File: config.mk
export PLATFORM = sky130hd
export DESIGN_NAME = pwm_setpoint_dither
export DESIGN_NICKNAME = d
export VERILOG_FILES = /design/src/rtl/pwm_pkg.sv /design/src/rtl/pwm_dither.sv /design/src/rtl/pwm_setpoint_dither.sv
export SDC_FILE = /design/constraint.sdc
export NUM_CORES = 1
export LEC_CHECK = 0
export BUFFER_PORTS_ARGS = -buffer_cell sky130_fd_sc_hd__buf_2
export CAP_MARGIN = 15
export CORE_MARGIN = 10
export CORE_UTILIZATION = 40
export CTS_BUF_LIST = sky130_fd_sc_hd__clkbuf_4 sky130_fd_sc_hd__clkbuf_8
export CTS_CLUSTER_DIAMETER = 60
export DETAILED_ROUTE_END_ITERATION = 10
export HOLD_SLACK_MARGIN = 0.12
export PLACE_DENSITY_LB_ADDON = 0.08
export SLEW_MARGIN = 20
export SYNTH_ARGS = -nofsm -noshare
export SYNTH_HDL_FRONTEND = slang
export SYNTH_SLANG_ARGS = --single-unit
File: constraint.sdc
create_clock -name clk -period 17.74 [get_ports clk]
set_input_delay 1.774 -clock clk [delete_from_list [all_inputs] [get_ports clk]]
set_output_delay 1.774 -clock clk [all_outputs]
set_load 0.03 [all_outputs]
File: src/rtl/pwm_pkg.sv
// rtl/pwm_pkg.sv - shared types and defaults for the PWM setpoint path
`timescale 1ns/1ps

package pwm_pkg;

  // Setpoint dither controller states.
  //   IDLE : no target has been written since reset; ticks are ignored
  //   RAMP : working value still slewing toward the target
  //   LOCK : working value has reached the target
  typedef enum logic [1:0] {
    IDLE = 2'd0,
    RAMP = 2'd1,
    LOCK = 2'd2
  } ditherState_t;

  // Default compare width and number of sub-LSB fraction bits.
  localparam int DEFAULT_WIDTH    = 18;
  localparam int DEFAULT_FRACBITS = 4;

endpackage : pwm_pkg

File: src/rtl/pwm_dither.sv
// rtl/pwm_dither.sv - first-order error-feedback quantizer (combinational)
`timescale 1ns/1ps

module pwm_dither
  import pwm_pkg::*;
#(
  parameter int WIDTH    = DEFAULT_WIDTH,
  parameter int FRACBITS = DEFAULT_FRACBITS
) (
  input  logic [WIDTH+FRACBITS-1:0] cur,
  input  logic [FRACBITS-1:0]       err,
  output logic [WIDTH-1:0]          q,
  output logic                      saturated,
  output logic [FRACBITS-1:0]       errNext
);

  logic [FRACBITS:0] sum;
  logic [WIDTH:0]    q_full;

  // Add the carried-over fraction error to this period's fraction; the carry
  // out bumps the integer part by one LSB and the remainder is fed forward.
  always_comb begin
    sum       = {1'b0, cur[FRACBITS-1:0]} + {1'b0, err};
    errNext   = sum[FRACBITS-1:0];
    q_full    = {1'b0, cur[WIDTH+FRACBITS-1:FRACBITS]} + {{WIDTH{1'b0}}, sum[FRACBITS]};
    q         = q_full[WIDTH-1:0];
    saturated = q_full[WIDTH];
  end

endmodule : pwm_dither

File: src/rtl/pwm_setpoint_dither.sv
// rtl/pwm_setpoint_dither.sv - slewed, dithered duty setpoint feeder for the PWM cmpA input
`timescale 1ns/1ps

module pwm_setpoint_dither
  import pwm_pkg::*;
#(
  parameter int WIDTH    = DEFAULT_WIDTH,
  parameter int FRACBITS = DEFAULT_FRACBITS
) (
  input  logic                      clk,
  input  logic                      rst,
  input  logic [WIDTH+FRACBITS-1:0] setIn,
  input  logic                      setValid,
  output logic                      setReady,
  input  logic [WIDTH-1:0]          slewLimit,
  input  logic                      prdTick,
  output logic [WIDTH-1:0]          cmpA,
  output logic                      cmpUpd,
  output logic                      busy
);

  localparam int TW = WIDTH + FRACBITS;

  ditherState_t          state_q;
  ditherState_t          state_d;
  logic [TW-1:0]         target_q;
  logic [TW-1:0]         cur_q;
  logic [FRACBITS-1:0]   err_q;
  logic [WIDTH-1:0]      cmp_q;
  logic                  cmp_upd_q;
  logic                  rdy_q;

  logic                  wr_fire;
  logic                  tick_fire;
  logic                  dir_up;
  logic [TW-1:0]         mag;
  logic [TW-1:0]         step;
  logic                  jump;
  logic [TW-1:0]         cur_step;

  logic [WIDTH-1:0]      q_raw;
  logic                  q_sat;
  logic [FRACBITS-1:0]   err_next;

  // The target register is never written in a tick cycle, so a write and a
  // slew step can never collide; rdy_q only masks the reset cycle itself.
  assign setReady  = rdy_q & ~prdTick;
  assign wr_fire   = setValid & setReady;
  assign tick_fire = prdTick & (state_q != IDLE);

  assign cmpA   = cmp_q;
  assign cmpUpd = cmp_upd_q;
  assign busy   = (state_q == RAMP);

  // Slew step: the magnitude of target-cur is compared against the limit
  // scaled to fraction units; within reach (or no limit) the step lands
  // exactly on the target, otherwise cur moves one full limit toward it.
  always_comb begin
    dir_up   = (target_q >= cur_q);
    mag      = dir_up ? (target_q - cur_q) : (cur_q - target_q);
    step     = {slewLimit, {FRACBITS{1'b0}}};
    jump     = (slewLimit == '0) || (mag <= step);
    cur_step = target_q;
    if (!jump) begin
      cur_step = dir_up ? (cur_q + step) : (cur_q - step);
    end
  end

  // Quantize the post-step working value with the running fraction error.
  pwm_dither #(
    .WIDTH    (WIDTH),
    .FRACBITS (FRACBITS)
  ) u_dither (
    .cur       (cur_step),
    .err       (err_q),
    .q         (q_raw),
    .saturated (q_sat),
    .errNext   (err_next)
  );

  // State register.
  always_ff @(posedge clk or posedge rst) begin
    if (rst) begin
      state_q <= IDLE;
    end else begin
      state_q <= state_d;
    end
  end

  // Next-state: writes choose RAMP/LOCK against the current working value;
  // ticks settle into LOCK once the step lands on the target.
  always_comb begin
    state_d = state_q;
    case (state_q)
      IDLE: begin
        if (wr_fire) begin
          state_d = (setIn != cur_q) ? RAMP : LOCK;
        end
      end
      RAMP, LOCK: begin
        if (wr_fire) begin
          state_d = (setIn != cur_q) ? RAMP : LOCK;
        end else if (prdTick) begin
          state_d = (cur_step == target_q) ? LOCK : RAMP;
        end
      end
      default: state_d = IDLE;
    endcase
  end

  // Handshake, target, working value, error feedback and compare output.
  // The error is deliberately kept across target changes so the noise
  // shaping stays continuous.
  always_ff @(posedge clk or posedge rst) begin
    if (rst) begin
      rdy_q     <= 1'b0;
      target_q  <= '0;
      cur_q     <= '0;
      err_q     <= '0;
      cmp_q     <= '0;
      cmp_upd_q <= 1'b0;
    end else begin
      rdy_q     <= 1'b1;
      cmp_upd_q <= 1'b0;
      if (wr_fire) begin
        target_q <= setIn;
      end
      if (tick_fire) begin
        cur_q     <= cur_step;
        err_q     <= err_next;
        cmp_q     <= q_sat ? {WIDTH{1'b1}} : q_raw;
        cmp_upd_q <= 1'b1;
      end
    end
  end

endmodule : pwm_setpoint_dither

Word level (Yosys, flattened, before mapping)
Index checks and enable logic that the tools add are counted.

word-level totals
  register bits = 70
  bits in latches = 0
  memory bits (writable) = 0
  memory bits (read-only) = 0
  input bits = 44
  output and inout bits = 21
  word-level logic and storage cells = 42
  memories = 0

operators by class
  add/subtract/negate cells = 6
  $mul = 0
  div/mod/pow operators = 0
  magnitude comparators = 2
  equality and inequality tests = 6
  shift operators = 0
  multiplexer cells = 11
  bitwise logic cells = 4
  reductions and logical operators = 6

operator list
  operator                                              count
  2-to-1 mux 22 bit                                     3
  subtractor 22 bit                                     3
  adder 22 bit                                          1
  equality test 22 bit                                  1
  greater-or-equal comparator 22 bit                    1
  <= comparator 22 bit                                  1
  inequality test 22 bit                                1
  adder 18 x 1 -> 19 bit                                1
  zero test 18 bit                                      1
  2-to-1 mux 18 bit                                     1
  2-to-1 mux 2 bit                                      5
  adder 4 x 4 -> 5 bit                                  1
  one-hot mux 2 bit (2 select lines)                    1
  AND 1 bit                                             3
  inequality test 3 bit (second input constant)         1
  equality test 2 x 1 -> 1 bit (second input constant)  1
  equality test 2 bit (second input constant)           1
  zero test 2 bit                                       1
  inequality test 2 bit (second input constant)         1
  AND reduction 2 bit                                   1
  nonzero test 2 bit                                    1
  OR reduction 2 bit                                    1
  logical OR 1 bit                                      1
  2-to-1 mux 1 bit                                      1
  inverter 1 bit                                        1

Longest topological paths before layout
  word-level depth = 10
  mapped depth = 40
  mapped depth without buffers = 35

Modules after synthesis
From an unflattened synthesis, not the netlist that was laid out.

second synthesis, totals
  cells, all modules = 938
  area, all modules = 7716.2 µm²

by module, submodules not included
  module               instances  cells each  area each (µm²)
  pwm_setpoint_dither  1          878         7257.0
  pwm_dither           1          60          459.2

Worst setup path before layout
Ideal clock, no wire load.

  path type = register -> register
  from = register target_q[9]
  to = register cmp_q[17] (netlist: cmpA[17])
  setup time = 132 ps
  arrival = 7413 ps
  path slack = 10195 ps
  cell stages (with the launch flop) = 36
  path buffers = 5
  period minus slack after synthesis = 7545 ps
  path through = dfrtp_1 clkbuf_1 inv_1 ha_1 buf_2 nand4_1 o41ai_1 a221oi_2 nand3_2 buf_2 mux2_2 a21oi_1 o21ai_0 xor2_1 ha_1 nand4_1 or2_0 or4_1 a211oi_1 nor2_1 buf_4 buf_2 o21ai_0 ha_1 fa_1 a21o_1 a21o_1 ha_1 nand3b_1 nor4b_1 nand3_1 or4_1 nor4_4 o221ai_1 mux2i_1 o21ai_1

between the ends
  word-level cells in the longest chain between the ends = 8

RTL lines
  item                                                                            line                                                  source
  start, declared                                                                 pwm_setpoint_dither.sv:26                             logic [TW-1:0] target_q;
  start signal, assigned                                                          pwm_setpoint_dither.sv:126                            target_q <= setIn;
  subtractor 22 bit / greater-or-equal comparator 22 bit (equally long branches)  pwm_setpoint_dither.sv:60, pwm_setpoint_dither.sv:59
  2-to-1 mux 22 bit                                                               pwm_setpoint_dither.sv:60                             mag = dir_up ? (target_q - cur_q) : (cur_q - target_q);
  <= comparator 22 bit                                                            pwm_setpoint_dither.sv:62                             jump = (slewLimit == '0) || (mag <= step);
  logical OR 1 bit                                                                pwm_setpoint_dither.sv:62
  2-to-1 mux 22 bit *                                                             pwm_setpoint_dither.sv:64                             if (!jump) begin
  named net cur_step[0]                                                           pwm_setpoint_dither.sv:39                             logic [TW-1:0] cur_step;
  adder 4 x 4 -> 5 bit *                                                          pwm_dither.sv:23                                      sum = {1'b0, cur[FRACBITS-1:0]} + {1'b0, err};
  adder 18 x 1 -> 19 bit *                                                        pwm_dither.sv:25                                      q_full = {1'b0, cur[WIDTH+FRACBITS-1:FRACBITS]} + {{WIDTH{1'b0}}, sum[FRACBITS]};
  2-to-1 mux 18 bit *                                                             pwm_setpoint_dither.sv:131                            cmp_q <= q_sat ? {WIDTH{1'b1}} : q_raw;
  end signal, assigned                                                            pwm_setpoint_dither.sv:131
  end, declared                                                                   pwm_setpoint_dither.sv:29                             logic [WIDTH-1:0] cmp_q;

Mark *: on every way through the listed nets, which the timed path passes. The rest lies on a longest branch.
A chain may end at the register's enable or synchronous reset.

Worst setup path after layout
  from = register target_q[10]
  to = register cmp_q[15] (netlist: cmpA[15])

Same word-level chain as after synthesis.

==> tab_implementation.tex <==
\begin{tabular}{lr}
\hline
Metric & Value \\
\hline
\multicolumn{2}{l}{\textbf{Clock tree}} \\
Clock latency reported for the late side of the worst-skew pair & 360 ps \\
CTS Buffer Depth & 2 \\
Number of buffers inserted during clock tree synthesis & 9 \\
Clock-pin slew reported for the worst setup and hold paths after clock tree synthesis & 80 ps \\
\# resized after CTS & 0 \\
CTS tree & done \\
Hold bufs inserted after CTS & 0 \\
H-tree lvl count & 3 \\
Number of buffers inserted by post-CTS setup repair & 0 \\
Num Clock Sinks & 70 \\
Clock root cell & clkbuf\_8 \\
\multicolumn{2}{l}{\textbf{Synth}} \\
Synthesized cell area & 0.00791 sq mm \\
Mean instance size in the synthesized netlist & 8.09 sq um \\
Fraction of registers with async set or reset after synthesis & 100\% \\
Post-synthesis cell type count & 71 \\
Primary flip-flop cell chosen by synthesis mapping & dfrtp\_1 \\
Largest family of logic cells by synthesized area & compound AO/OA/AOI/OAI gates \\
Part of the Yosys area used for sequential elements & 22.1\% \\
Mapped Nets & 1,112 \\
Yosys warnings & 0 \\
Share of synthesized cell area in full adder, half adder and majority cells & 14.4\% \\
Number of flip-flops and latches in the synthesized netlist & 70 \\
Number of cells produced by synthesis & 978 \\
Simple-Gate Fraction of Synth Area & 17.8\% \\
EDFF count, synth & 0 \\
Compound-gate portion of the synthesized area & 19.8\% \\
Proportion of synthesized area in mux cells & 5.50\% \\
Xor/xnor cell area share of the yosys netlist & 13.7\% \\
\multicolumn{2}{l}{\textbf{Hold path}} \\
Hold Path Origin & err\_q[0] \\
Worst hold-check path type & flop to flop \\
\multicolumn{2}{l}{\textbf{Floorplan}} \\
Number of standard-cell rows in the floorplan & 51 \\
Area of the core & 0.0195 sq mm \\
Number of primary I/O pins & 65 \\
Die Footprint & 0.0258 sq mm \\
Die extent in y & 161 um \\
Overall die width & 161 um \\
Effective utilization at floorplan & 40.6\% \\
\multicolumn{2}{l}{\textbf{Finish}} \\
Antenna cells & 0 \\
Synthesis-to-layout area growth & 9.28\% \\
Most frequent standard cell in the layout excluding fill and tap cells & ha\_1 \\
Ratio of cells with drive above 1 in the final layout & 14.1\% \\
Most used cells in the layout excluding fill and tap cells & 88 x ha\_1, 86 x nand2\_1, 85 x nor2\_1, 83 x inv\_1, 76 x a21oi\_1 \\
Number of nets in the layout & 1,151 \\
Finished Core Util & 44.4\% \\
\multicolumn{2}{l}{\textbf{Detailed routing}} \\
Vias per std cell & 5.39 \\
Post-DRT Antenna Nets & 0 \\
Initial DRT Pass Iterations & 5 \\
DRC viols & 0 \\
Initial DRC Count & 495 \\
Vias & 6,939 \\
Final routed wire length divided by cell count & 18.7 um \\
Routed wire length & 24,000 um \\
\multicolumn{2}{l}{\textbf{Placement}} \\
Routability-driven placement congestion ratio & 0.905 \\
Port bufs & 64 \\
DP Wirelength & 19,300 um \\
\multicolumn{2}{l}{\textbf{Critical path}} \\
Delay-heaviest family, CP & compound AO/OA/AOI/OAI gates \\
Critical Path Sink Type & flop \\
Buffers plus inverters on the worst setup path & 3 \\
Origin of the worst setup path & target\_q[10] \\
Critical Path AT & 9420 ps \\
Cell type of the slowest stage on the worst timing path & o41ai\_1 \\
Startpoint of the most critical register-to-register path & target\_q[10] \\
Kind of critical path & flop to flop \\
Startpoint class of the critical path & flop \\
Most frequent cell on the critical path & ha\_1 \\
Maximum net fanout on the critical path & 50 \\
Slowest Stage Delay on Critical Path & 610 ps \\
Critical path data required time & 17,940 ps \\
\multicolumn{2}{l}{\textbf{Global route}} \\
Total Routing Usage GR & 18.4\% \\
Met3 track utilization from global routing & 2.91\% \\
M2 GR Usage & 26.5\% \\
Via count of the first global-routing pass & 6,778 \\
GR Layer Usage met1 & 27.7\% \\
Maximum number of pins on one net before global-route repair & 71 \\
Busiest grt layer & met1 \\
Antenna violations before repair & 0 \\
Wire length of the first global-routing pass & 38,400 um \\
Total grt overflow & 0 \\
\multicolumn{2}{l}{\textbf{Timing}} \\
Worst slew slack as a fraction of its limit & 30.4\% \\
Fmax & 0.109 GHz \\
Worst-Margin Slew & 1030 ps \\
Tmin final & 9220 ps \\
Clock skew & 16.6 ps \\
Pins over their slew limit & 0 \\
Fin. Hold Viols & 0 \\
Final number of setup-violating endpoints & 0 \\
Post-route setup TNS & 0 ps \\
Hold slack final & 496 ps \\
Period Utilization, post-route & 51.9\% \\
Setup repair after global routing missed its margin & no \\
\multicolumn{2}{l}{\textbf{Status}} \\
Status & finished clean \\
\multicolumn{2}{l}{\textbf{Run}} \\
Maximum capacitance violations & 0 \\
\hline
\end{tabular}
-- layer usage --
metal,share of wire [%],up-vias
met5,0,-
met4,1.7,0
met3,4.7,23
met2,41,166
met1,53,3243
li1,-,3507
-- cells by family after synthesis --
kind of cell	Yosys count
adder cells (fa/ha/maj)	90
AO/OA/AOI/OAI	244
flip-flops	70
AND/OR/NAND/NOR	290
multiplexers	40
buffers and inverters	127
XOR/XNOR	116
other	1
-- state kept, by name, summed over array words and instances (netlist names) --
| register | flops |
|---|---|
| cmpA | 18 |
| cmpUpd | 1 |
| cur_q | 22 |
| err_q | 4 |
| rdy_q | 1 |
| state_q | 2 |
| target_q | 22 |
-- cell type report --
type                    instances  area (sq um)
clock buffers                  10           138
clock inverters                 6          93.8
fillers                      2008         10800
inverters                      85           319
multi-input cells             781          5650
flip-flops and latches         70          1750
well taps                     265           332
repair buffers                 70           365
-- stage by stage --
step           setup slack, ps  instances  cell area (sq um)
2_1_floorplan            10200        978               7910
5_1_grt                   7910       1287               8650
3_3_place_gp              8740       1271               8410
6_report                  8520       1287               8650
4_1_cts                   8610       1287               8650
3_5_place_dp              8630       1271               8410
-- cells in the mapped netlist, types with 3 or more instances --
| master | n | share of area, % |
|---|---|---|
| nor4b_1 | 3 | 0.33 |
| nand2_1 | 86 | 4.1 |
| ha_1 | 88 | 14 |
| buf_2 | 13 | 0.82 |
| nor2b_1 | 9 | 0.71 |
| buf_1 | 3 | 0.14 |
| nor3b_1 | 3 | 0.28 |
| xnor3_1 | 3 | 0.85 |
| nor2_1 | 86 | 4.1 |
| dfrtp_1 | 70 | 22 |
| a31o_2 | 3 | 0.33 |
| buf_6 | 3 | 0.43 |
| o41ai_1 | 4 | 0.44 |
| nor3_1 | 13 | 0.82 |
| clkbuf_1 | 21 | 1.0 |
| xor2_1 | 39 | 4.3 |
| nand2b_1 | 9 | 0.71 |
| mux2_2 | 28 | 4.0 |
| and3_1 | 11 | 0.87 |
| o21bai_1 | 7 | 0.66 |
| o2111ai_1 | 4 | 0.44 |
| nor4_1 | 13 | 1.0 |
| mux2i_1 | 12 | 1.5 |
| or3_1 | 6 | 0.47 |
| a221o_1 | 3 | 0.38 |
| o21a_1 | 7 | 0.66 |
| a31oi_1 | 23 | 1.8 |
| nand4_1 | 23 | 1.8 |
| a21oi_1 | 76 | 4.8 |
| a21oi_2 | 11 | 1.2 |
| and4_1 | 3 | 0.33 |
| a21o_1 | 15 | 1.4 |
| o211ai_1 | 3 | 0.28 |
| a211oi_1 | 5 | 0.47 |
| inv_1 | 84 | 4.0 |
| o21ai_0 | 56 | 3.5 |
| nand3_1 | 10 | 0.63 |
| o31ai_1 | 4 | 0.38 |
| xnor2_1 | 71 | 7.9 |
| or4_1 | 4 | 0.38 |
| and2_1 | 3 | 0.24 |
-- path summary, 6_finish.rpt --
kind	to	slack (ps)	cells past startpoint
worst min-delay path	err_q[0]	500	2
max in group asynchronous	target_q[10]	15410	3
worst max register to register	cmpA[15]	8520	35
min in group asynchronous	rdy_q	1670	3
worst min register to register	err_q[0]	500	2
worst max-delay path	cmpA[15]	8520	35
-- tightest hold or removal path, delay by kind of cell (launching register included) --
family	cells	cell delay [ps]
flip-flops	1	350
AND/OR/NAND/NOR	2	110
Power is not shown: default switching activity piles up to over one toggle a cycle in this logic, so the estimate is an artifact.
